File: config.mk
export PLATFORM = sky130hd
export DESIGN_NAME = ste_lmc1992
export DESIGN_NICKNAME = d
export VERILOG_FILES = /design/src/rtl/ste_snd_pkg.sv /design/src/rtl/lmc1992_mw_rx.sv /design/src/rtl/ste_lmc1992.sv
export SDC_FILE = /design/constraint.sdc
export NUM_CORES = 1
export LEC_CHECK = 0
export ABC_AREA = 1
export BUFFER_PORTS_ARGS = -buffer_cell sky130_fd_sc_hd__buf_2
export CORE_MARGIN = 5
export CORE_UTILIZATION = 30
export DETAILED_ROUTE_END_ITERATION = 6
export PLACE_DENSITY = 0.47
export SETUP_SLACK_MARGIN = 0.15
export SLEW_MARGIN = 10
export SYNTH_ARGS = -nofsm -noshare
export SYNTH_HDL_FRONTEND = slang
export SYNTH_SLANG_ARGS = --single-unit
File: constraint.sdc
create_clock -name clk -period 15.4 [get_ports clk]
set_input_delay 3.08 -clock clk [delete_from_list [all_inputs] [get_ports clk]]
set_output_delay 3.08 -clock clk [all_outputs]
set_load 0.03 [all_outputs]
File: src/rtl/ste_snd_pkg.sv
// Shared constants and types for the STE sound-path LMC1992 emulation:
// Microwire frame fields, setting limits, gain table and scheduler states.
package ste_snd_pkg;

  localparam logic [1:0] LMC_ADDR = 2'b10;

  typedef enum logic [2:0] {
    CMD_MIX    = 3'd0,
    CMD_BASS   = 3'd1,
    CMD_TREBLE = 3'd2,
    CMD_MASTER = 3'd3,
    CMD_RVOL   = 3'd4,
    CMD_LVOL   = 3'd5,
    CMD_RSV6   = 3'd6,
    CMD_RSV7   = 3'd7
  } cmd_e;

  localparam logic [5:0] MAX_MASTER = 6'd40;
  localparam logic [4:0] MAX_SIDE   = 5'd20;
  localparam logic [3:0] MAX_TONE   = 4'd12;
  localparam logic [3:0] TONE_FLAT  = 4'd6;

  // Q8 gains for 0, -2 and -4 dB; each further -6 dB is one right shift.
  localparam logic [8:0] G3_0 = 9'd256;
  localparam logic [8:0] G3_1 = 9'd203;
  localparam logic [8:0] G3_2 = 9'd161;

  typedef enum logic [1:0] {
    ST_IDLE  = 2'd0,
    ST_MUL_L = 2'd1,
    ST_MUL_R = 2'd2,
    ST_OUT   = 2'd3
  } state_e;

  typedef struct packed {
    logic [4:0] q;
    logic [1:0] r;
  } divmod3_t;

  function automatic divmod3_t divmod3(input logic [5:0] idx);
    divmod3_t d;
    d.q = 5'(idx / 6'd3);
    d.r = 2'(idx % 6'd3);
    return d;
  endfunction

  function automatic logic [7:0] sat8(input logic signed [17:0] p);
    logic signed [17:0] v;
    v = (p >>> 8) + 18'sd128;
    if (v < 18'sd0)        return 8'd0;
    else if (v > 18'sd255) return 8'd255;
    else                   return v[7:0];
  endfunction

endpackage

File: src/rtl/lmc1992_mw_rx.sv
// Microwire receiver: collects masked bits into an 11-bit frame, validates it
// on the transfer-end pulse and updates the LMC1992 setting registers.
module lmc1992_mw_rx
  import ste_snd_pkg::*;
(
  input  logic       clk,
  input  logic       reset,
  input  logic       i_mw_strobe,
  input  logic       i_mw_clk,
  input  logic       i_mw_data,
  input  logic       i_mw_done,
  output logic [1:0] o_mix,
  output logic [3:0] o_bass,
  output logic [3:0] o_treble,
  output logic [5:0] o_master,
  output logic [4:0] o_left,
  output logic [4:0] o_right,
  output logic       o_cmd_err
);

  logic [10:0] r_sr;
  logic [3:0]  r_cnt;
  logic [10:0] w_sr_nxt;
  logic [3:0]  w_cnt_nxt;
  logic [1:0]  w_addr;
  cmd_e        w_cmd;
  logic [5:0]  w_data;
  logic        w_accept;

  // A bit arriving with mw_done is shifted in before the frame is checked.
  // NOTE: every always_comb output gets a default first so no latch is inferred.
  always_comb begin
    w_sr_nxt  = r_sr;
    w_cnt_nxt = r_cnt;
    if (i_mw_strobe && i_mw_clk) begin
      w_sr_nxt = {r_sr[9:0], i_mw_data};
      if (r_cnt != 4'd15) w_cnt_nxt = r_cnt + 4'd1;
    end
  end

  assign w_addr   = w_sr_nxt[10:9];
  assign w_cmd    = cmd_e'(w_sr_nxt[8:6]);
  assign w_data   = w_sr_nxt[5:0];
  assign w_accept = (w_cnt_nxt >= 4'd11) && (w_addr == LMC_ADDR);

  // NOTE: sequential state uses non-blocking assignments so all registers
  // update from pre-edge values regardless of statement order.
  always_ff @(posedge clk) begin
    if (reset) begin
      r_sr      <= '0;
      r_cnt     <= '0;
      o_mix     <= 2'b01;
      o_bass    <= TONE_FLAT;
      o_treble  <= TONE_FLAT;
      o_master  <= MAX_MASTER;
      o_left    <= MAX_SIDE;
      o_right   <= MAX_SIDE;
      o_cmd_err <= 1'b0;
    end else begin
      r_sr      <= w_sr_nxt;
      r_cnt     <= i_mw_done ? 4'd0 : w_cnt_nxt;
      o_cmd_err <= i_mw_done && !w_accept;
      if (i_mw_done && w_accept) begin
        case (w_cmd)
          CMD_MIX:    o_mix    <= w_data[1:0];
          CMD_BASS:   o_bass   <= (w_data[3:0] > MAX_TONE) ? MAX_TONE : w_data[3:0];
          CMD_TREBLE: o_treble <= (w_data[3:0] > MAX_TONE) ? MAX_TONE : w_data[3:0];
          CMD_MASTER: o_master <= (w_data > MAX_MASTER) ? MAX_MASTER : w_data;
          CMD_RVOL:   o_right  <= (w_data[4:0] > MAX_SIDE) ? MAX_SIDE : w_data[4:0];
          CMD_LVOL:   o_left   <= (w_data[4:0] > MAX_SIDE) ? MAX_SIDE : w_data[4:0];
          default: ;
        endcase
      end
    end
  end

endmodule

File: src/rtl/ste_lmc1992.sv
// LMC1992 volume/tone front end for STE DMA sound: Microwire command decode
// plus master/side attenuation through one multiplier shared by L and R.
module ste_lmc1992
  import ste_snd_pkg::*;
#(
  parameter int GAIN_W = 9
) (
  input  logic       clk,
  input  logic       reset,
  input  logic       mw_strobe,
  input  logic       mw_clk,
  input  logic       mw_data,
  input  logic       mw_done,
  input  logic       sample_en,
  input  logic [7:0] audio_l_in,
  input  logic [7:0] audio_r_in,
  output logic [7:0] audio_l,
  output logic [7:0] audio_r,
  output logic       audio_valid,
  output logic [1:0] mix,
  output logic [3:0] bass,
  output logic [3:0] treble,
  output logic       cmd_err
);

  logic [5:0] w_master;
  logic [4:0] w_left;
  logic [4:0] w_right;

  lmc1992_mw_rx u_rx (
    .clk        (clk),
    .reset      (reset),
    .i_mw_strobe(mw_strobe),
    .i_mw_clk   (mw_clk),
    .i_mw_data  (mw_data),
    .i_mw_done  (mw_done),
    .o_mix      (mix),
    .o_bass     (bass),
    .o_treble   (treble),
    .o_master   (w_master),
    .o_left     (w_left),
    .o_right    (w_right),
    .o_cmd_err  (cmd_err)
  );

  function automatic logic [GAIN_W-1:0] gain_of(input logic [5:0] idx);
    divmod3_t   d;
    logic [8:0] g;
    d = divmod3(idx);
    case (d.r)
      2'd0:    g = G3_0;
      2'd1:    g = G3_1;
      default: g = G3_2;
    endcase
    return GAIN_W'(g >> d.q);
  endfunction

  logic [5:0]        w_idx_l;
  logic [5:0]        w_idx_r;
  assign w_idx_l = (MAX_MASTER - w_master) + (6'(MAX_SIDE) - 6'(w_left));
  assign w_idx_r = (MAX_MASTER - w_master) + (6'(MAX_SIDE) - 6'(w_right));

  state_e                   r_state;
  logic signed [8:0]        r_s_l;
  logic signed [8:0]        r_s_r;
  logic [GAIN_W-1:0]        r_gain_l;
  logic [GAIN_W-1:0]        r_gain_r;
  logic signed [17:0]       r_p_l;

  // Shared multiplier: the operand mux follows the scheduler state.
  logic signed [17:0] w_mul_a;
  logic signed [17:0] w_mul_b;
  logic signed [17:0] w_prod;
  assign w_mul_a = (r_state == ST_MUL_L) ? {{9{r_s_l[8]}}, r_s_l} : {{9{r_s_r[8]}}, r_s_r};
  assign w_mul_b = (r_state == ST_MUL_L) ? {{(18-GAIN_W){1'b0}}, r_gain_l}
                                         : {{(18-GAIN_W){1'b0}}, r_gain_r};
  assign w_prod  = w_mul_a * w_mul_b;

  // The right product is saturated straight into the output register so both
  // channels land together on the edge into OUT, three cycles after sample_en.
  always_ff @(posedge clk) begin
    if (reset) begin
      r_state     <= ST_IDLE;
      r_s_l       <= '0;
      r_s_r       <= '0;
      r_gain_l    <= '0;
      r_gain_r    <= '0;
      r_p_l       <= '0;
      audio_l     <= 8'd128;
      audio_r     <= 8'd128;
      audio_valid <= 1'b0;
    end else begin
      audio_valid <= 1'b0;
      case (r_state)
        ST_IDLE: begin
          if (sample_en) begin
            r_s_l    <= {~audio_l_in[7], ~audio_l_in[7], audio_l_in[6:0]};
            r_s_r    <= {~audio_r_in[7], ~audio_r_in[7], audio_r_in[6:0]};
            r_gain_l <= gain_of(w_idx_l);
            r_gain_r <= gain_of(w_idx_r);
            r_state  <= ST_MUL_L;
          end
        end
        ST_MUL_L: begin
          r_p_l   <= w_prod;
          r_state <= ST_MUL_R;
        end
        ST_MUL_R: begin
          audio_l     <= sat8(r_p_l);
          audio_r     <= sat8(w_prod);
          audio_valid <= 1'b1;
          r_state     <= ST_OUT;
        end
        default: r_state <= ST_IDLE;
      endcase
    end
  end

endmodule

==> results.txt, run 1 <==
- Remaining global-route overflow: 0
* Number of distinct standard cells referenced by the synthesized netlist: 50
* # resized after CTS: 0
* Final Slew Violations: 0
* Worst max-slew margin expressed relative to the limit: 26.2%
- Worst reg-to-reg path cell count: 29
- Synthesized netlist cell count: 1281
* Share of total power consumed by net switching: 39.7%
- Number of levels in the clock H-tree: 3
* Sink Count: 105
* Boundary pin count: 51
- On the worst path, the slowest cell contributes a delay of 620 ps.
- The worst-case IR drop observed on VDD is 57.6 uV.
* Most instantiated library cell after synthesis: inv_1
* Global routing usage summed across all routing layers: 13.1%
- Final Hold Violating Endpoints: 0
- At the worst endpoint, the required time is 15600 ps.
- Area contributors post-synth: dfxtp_1 23%, fa_1 14%, ha_1 10%
- The worst register-to-register path ends at audio_r[1].
- Number of nets in the final layout: 1492
* CP max stage cell: fa_1
- Prevailing post-synth register cell: dfxtp_1
- The placed instances occupy a cell area of 0.00999 sq mm.
* Power per standard cell area: 83.8 mW/mm^2
* Initial antenna violation count: 1
- Final design area excluding fillers: 0.0103 sq mm
- Die area: 0.0346 sq mm
- Fraction of power consumed by combinational cells: 33.1%
- The flow ran to the end, and the final reports show no timing, DRC or antenna violations.
- In this run, synthesis inferred 0 flip-flops with an integrated enable.
* Area Growth Syn to Fin: 11.0%
* Internal Dissipation: 0.521 mW
- Leakage power of the design: 5.02 nW
- First-pass GRT wire length: 37.6 mm
* Die Span X: 186 um
- Timing would allow up to 0.132 GHz.
- Setup total negative slack: 0 ps
- For this design the total switching power over the nets is 0.343 mW.
- Number of global-route vias before repair: 7883
- The most critical setup path has its startpoint at r_state[1].
- Post-CTS setup-driven buffer insertion count: 0
- CTS root buf: clkbuf_16
- Sort of element at the start of the critical path: register
* TritonCTS clock tree: built
* Overall die height: 186 um
- Endpoint class of the critical path: register
* Hold buffer count at CTS: 0
- In the synthesized netlist the async set-or-reset flop fraction comes to 0%.
- Largest net degree at the start of global routing: 67
* Post-Route WL: 21.2 mm
- Antenna fix cells: 0
- At the worst endpoint, the arrival time is 7760 ps.
* Setup repair after global routing missed its margin: false
- Setup violations, final: 0
- TritonCTS created 9 clock buffers.
- Most frequent cells after synthesis: 255 x inv_1, 243 x nand2_1, 123 x nor2_1, 105 x dfxtp_1, 82 x a21oi_1
* Initial standard-cell utilization of the core: 30.4%
* Per-cell routed wire length: 12.3 um
* Routed vias: 7724
- When the netlist entered floorplanning its net count stood at 1448.
* Count of nets left with antenna violations after detail routing: 0
* Largest area contributor in the netlist: dfxtp_1
- Estimated wirelength of the detail-placed design: 17.2 mm
- Max-cap violations: 0
- The tightest min-delay check is of the reg -> reg type.
* Netlist Area Pre-Place: 0.00929 sq mm
- The first detailed-routing pass ran for 7 iterations.
- Area inside the core boundary: 0.0306 sq mm
* Post-synthesis sequential area ratio: 22.6%
- Critical Setup Path Class: reg -> reg
- Dividing the detail-routed via count by the number of cells gives 4.48.
- In this run the core area contains 64 standard-cell rows.
- Sequential cells burn 38.5% of the power.
- Clock network fraction of total power: 28.4%
- In the routed design, unresolved DRC markers number 0.
* Minimum setup slack among reg-to-reg paths: 7840 ps
* Crit path max fanout: 49
- Register clock-pin slew on the reported worst setup and hold paths: 80 ps
* Reg2Reg Launch Point: r_state[1]
* Clock skew after layout: 14.2 ps
- Least-Margin Pin Slew: 1100 ps
* Number of design-rule violations left by the first detailed-router iteration: 290
* Insertion delay to the later sink of the worst-skew pair: 360 ps
* Yosys Warn Count: 0
* Minimum clock period: 7560 ps
- Fraction of final layout cells sized beyond drive strength 1: 11.9%
- Maximum count of clock buffers along a single path: 2
- Each instance of the synthesized netlist takes up on average 7.25 sq um.
- Worst setup slack after placement: 7830 ps
- After synthesis the netlist holds a flip-flop and latch count of 105.
- Across all setup checks in the final design, the least slack found is 7840 ps.
- The synthesized design devotes to its leading area cell type 22.6% of total area.
- Period utilization: 49.1%
* End of the critical path: audio_r[1]
* Total of buffers placed on input and output ports: 50
- Final estimated routing congestion in global placement: 0.840
* Fill count: 3310
## logic make-up (layout without fill, tap and decap cells)
| logic type | after synthesis | count (layout) | synth area share, % |
|---|---|---|---|
| adders and majority gates | 144 | 144 | 24.8 |
| xor gates and xnor gates | 22 | 22 | 2.15 |
| DFF | 105 | 105 | 22.6 |
| AOI/OAI and AO/OA | 206 | 206 | 12.5 |
| buffers and inverters | 288 | 337 | 11.7 |
| muxes | 3 | 3 | 0.323 |
| and+or+nand+nor | 513 | 513 | 25.8 |
## per-stage QoR
stage	utilization (%)	hold slack [ps]	instances	total power, mW
global route	33.7	488	1726	0.933
global placement	32.7	451	1710	0.629
detailed placement	32.7	448	1710	0.627
finish	33.7	460	1726	0.864
floorplan	-	424	1281	0.549
CTS	33.7	464	1726	0.878
## state kept, by name, indices dropped and copies added, names as in the netlist, 4 cells and up
name           flops
u_rx.o_left        5
r_gain_r           9
u_rx.o_right       5
u_rx.r_cnt         4
r_s_r              8
r_s_l              8
r_gain_l           9
audio_r            8
u_rx.o_bass        4
audio_l            8
u_rx.o_treble      4
u_rx.r_sr         11
r_p_l             10
u_rx.o_master      6
## worst min path at each step
stage,cells after the start,start,end
4_1_cts,2,r_s_r[1],r_s_r[1]
5_1_grt,2,r_gain_r[2],r_gain_r[2]
2_1_floorplan,2,r_s_r[0],r_s_r[0]
3_3_place_gp,2,r_s_r[1],r_s_r[1]
6_report,2,r_s_r[1],r_s_r[1]
3_5_place_dp,2,audio_r[7],audio_r[7]
## per-layer routing
layer	wire length [um]	share of wire [%]	vias to the layer above	track usage [%]
met3	705	3.3	17	2.19
met4	220	1.0	2	2.51
met5	13	0.061	-	0
li1	-	-	4090	-
met2	9700	46	105	22.0
met1	10600	50	3510	17.9
## power groups by stage
stage                     registers, mW  clock network, mW  logic (mW)
final                             0.333              0.245       0.286
after floorplan                   0.355                  0       0.194
after detailed placement          0.339                  0       0.288
after global placement            0.340                  0       0.289
after global routing              0.338              0.265       0.330
after CTS                         0.333              0.255       0.290
## final cells by class
type	instances	area [sq um]	area share, %
Clock buffer	10	229	2.22
Tap cell	396	495	4.81
Multi-Input combinational cell	888	6100	59.2
Clock inverter	6	85.1	0.825
Sequential cell	105	2100	20.4
Timing Repair Buffer	57	303	2.94
Inverter	264	993	9.64
## worst max-delay path: cells and delay by family, from the launching register on
kind	cells	cell delay, ps
buffers and inverters	6	700
adders and majority gates	8	3470
xor gates and xnor gates	1	270
DFF	1	360
AOI/OAI and AO/OA	11	2010
and+or+nand+nor	3	560
## cell usage in the layout, fill, tap and decap left out, types with 3 or more instances in the layout
cell type / count
a21oi_1: 82
nand3_1: 53
a21o_1: 3
a21oi_2: 3
o21ai_2: 3
inv_2: 5
nor3_1: 5
nand2_1: 243
clkinv_1: 3
o21ai_0: 71
or2_2: 8
xor2_1: 10
xnor2_1: 11
ha_1: 77
inv_1: 255
nor2_4: 6
buf_2: 50
nor4_1: 3
o211ai_1: 15
nand2_2: 29
fa_1: 67
nor2_1: 123
buf_4: 7
clkbuf_16: 9
nand3b_1: 4
nand2_4: 8
o21ai_1: 13
nand3_2: 8
dfxtp_1: 105
mux2i_1: 3
nand4_1: 11
nor2_2: 3
No activity file was read; power rests on OpenSTA's default activity.
==> run 2, diff against run 1 <==
==> constraint.sdc (replaced) <==
create_clock -name clk -period 7.9 [get_ports clk]
set_input_delay 1.58 -clock clk [delete_from_list [all_inputs] [get_ports clk]]
set_output_delay 1.58 -clock clk [all_outputs]
set_load 0.03 [all_outputs]
==> run 2 against run 1 <==
Cell area rose by 0.51%. Non-clock buffer count rose by 3. Via count fell by 0.44%. Global-route usage rose by 0.30 points. Largest power group unchanged. Clock-buffer cell count did not move.
==> results.txt, run 2 (synthesis results as in run 1) <==
- For hold timing, the worst endpoint is u_rx.o_treble[0].
- Hold buffer count at CTS: 0 (unchanged)
- The number of levels in the clock H-tree was 3 (unchanged).
- The clock-pin transition on the worst setup and hold timing paths is 80 ps (about the same).
* TritonCTS clock tree: built
- The highest attainable clock frequency is 0.140 GHz (+5.6%).
* Fraction of final layout cells sized beyond drive strength 1: 12.8% (+0.95 points)
* Final Slew Violations: 0 (unchanged)
* Leakage power of the design: 5.05 nW (+0.46%)
- Initial antenna violation count: 1 (unchanged)
* Commonest non-fill, non-tap cell in the layout: inv_1
* Via-to-Cell Ratio: 4.45 (-0.61%)
* Post-Route WL: 21.9 mm (+3.1%)
* Hold Path Stages: 2 (unchanged)
* Largest Register: u_rx.r_sr
- The number of antenna diodes is 0 (unchanged).
* Endpoint class of the critical path: register
- Largest registers in the final layout: u_rx.r_sr x11, r_p_l x10
- Detailed-route DRC error count: 0 (unchanged)
- Number of design-rule violations left by the first detailed-router iteration: 312 (+7.6%)
- The global-route wire length before repair was 37.9 mm (+0.88%).
* Worst max-slew margin expressed relative to the limit: 25.3% (-0.92 points)
- The worst-case register-to-register setup slack is 740 ps (-7100 ps).
- The core box area was 0.0306 sq mm (unchanged).
- The worst hold path begins at u_rx.o_treble[0].
- The final worst hold slack is 463 ps (+3.08 ps).
- Least-Margin Pin Slew: 1110 ps (+13.6 ps)
* Die Span X: 186 um (unchanged)
- Std cell rows: 64 (unchanged)
- The final critical path time including I/O delays and setup is 7160 ps (-400 ps).
- Overall die height: 186 um (unchanged)
- Final Hold Violating Endpoints: 0 (unchanged)
- The largest fanout on the critical path is 33 (-33%).
* Total CTS buffers: 9 (unchanged)
* Sort of element at the start of the critical path: register
- CTS root buf: clkbuf_16
* Critical register-to-register path endpoint: audio_r[3]
- The largest net degree at the start of global routing was 67 (unchanged).
- The total via count after detailed routing is 7690 (-0.44%).
- Remaining global-route overflow: 0 (unchanged)
* Per-cell routed wire length: 12.7 um (+2.9%)
* Critical Setup Path Class: reg -> reg
* Largest stage delay, worst path: 540 ps (-80 ps)
- Flip-flop count of the largest register after layout: 11 (unchanged)
- The routability congestion estimate came to 0.840 (about the same).
* Number of global-route vias before repair: 7810 (-0.93%)
* Path category of the worst min-delay check: reg -> reg
- Critical path data arrival time: 7370 ps (-390 ps)
- The port buffer count is 50 (unchanged).
- Initial standard-cell utilization of the core: 30.4% (unchanged)
- Setup repair after global routing left no endpoint under its margin.
* Worst reg-to-reg path cell count: 34 (+17%)
* Power per standard cell area: 163 mW/mm^2 (+94%)
* Insertion delay to the later sink of the worst-skew pair: 360 ps (about the same)
- Area Growth Syn to Fin: 11.5%
- The top cell types in the final layout, fill and taps aside, are 254 x inv_1, 243 x nand2_1, 121 x nor2_1.
- The summed negative setup slack over all endpoints is 0 ps (unchanged).
- The final worst clock skew came to 9.00 ps (-5.23 ps).
- The number of top-level design ports was 51 (unchanged).
- The post-route clock period utilization is 90.7% (+42 points).
* Required time of the critical path: 8110 ps (-7490 ps)
* Max VDD drop: 116 uV (+100%)
- The total half-perimeter wirelength after legalization and detailed placement is 17.6 mm (+2.4%).
* CP max stage cell: fa_1
- The net count of the finished layout was 1495 (+0.20%).
- Sink Count: 105 (unchanged)
- Global routing usage summed across all routing layers: 13.4% (+0.30 points)
- The run finished with clean final reports.
- The max-cap check violation count is 0 (unchanged).
- CP dominant cell by count: inv_1
- The die footprint was 0.0346 sq mm (unchanged).
- The buffer levels on the longest clock path is 2 (unchanged).
- Total iterations of the first detailed-routing run: 4 (-3)
* Count of nets left with antenna violations after detail routing: 0 (unchanged)
* Reg2Reg Launch Point: r_state[1]
- The final-report setup violation count was 0 (unchanged).
run 2: cell types whose count changed in the layout (fill, tap and decap cells not counted), moves of 2 or more:
cell	delta
nor2_1	-2
o21ai_1	+5
o21ai_0	-9
o21ai_2	+3
clkinv_2	+2
run 2: worst max path at each step:
stage               start          to  slack, ps  depth (start not counted)
6_report       r_state[1]  audio_r[3]        740                         34
5_1_grt        r_state[1]  audio_r[6]        160                         34
4_1_cts        r_state[1]  audio_r[3]        360                         29
3_5_place_dp   r_state[1]  audio_r[3]        400                         29
3_3_place_gp   r_state[1]  audio_r[3]        590                         29
2_1_floorplan  r_state[1]  audio_r[0]       1040                         30
run 2: report_power, final:
group	internal (mW)	switching, mW	total [mW]	leakage, nW
Clock	0.227	0.219	0.446	0.143
Combinational	0.171	0.418	0.589	4.05
Sequential	0.606	0.0427	0.649	0.854
run 2: timing repair:
action,CTS,global route
hold endpoints to repair,0,0
setup endpoints to repair,0,8
gates resized for setup,0,23
buffers inserted,0,1
run 2: worst max-delay path, delay by kind of cell (launching register included):
family                   cells  cell delay [ps]
adder cells (fa/ha/maj)      8             3270
AO/OA/AOI/OAI               11             1660
buffers and inverters       10              920
AND/OR/NAND/NOR              4              560
flip-flops                   1              330
XOR/XNOR                     1              280
run 2: metal layers:
layer  vias to the layer above  GRT usage, %  wire [um]  part of all wire (%)
met1                      3513          18.2      11000                    50
met2                        67          22.6      10000                    46
met4                         2          2.27        166                  0.76
met5                         -             0         13                 0.059
li1                       4092             -          -                     -
met3                        16          2.40        733                   3.4
run 2: layout make-up:
| cell class | count | area (sq um) |
|---|---|---|
| fill | 3293 | 20200 |
| multi-input combinational | 888 | 6140 |
| sequential | 105 | 2100 |
| inverter | 264 | 993 |
| tap | 396 | 495 |
| timing repair buffer | 60 | 337 |
| clock buffer | 10 | 239 |
| clock inverter | 6 | 53.8 |
run 2: metrics by stage:
stage | utilization, % | setup WS (ps) | power, mW | instances | cell area (sq um)
2_1_floorplan | - | 1040 | 1.07 | 1281 | 9290
3_3_place_gp | 32.7 | 588 | 1.23 | 1712 | 10000
3_5_place_dp | 32.7 | 395 | 1.23 | 1712 | 10000
4_1_cts | 33.7 | 364 | 1.69 | 1728 | 10300
5_1_grt | 33.9 | 164 | 1.82 | 1729 | 10400
6_report | 33.9 | 738 | 1.68 | 1729 | 10400
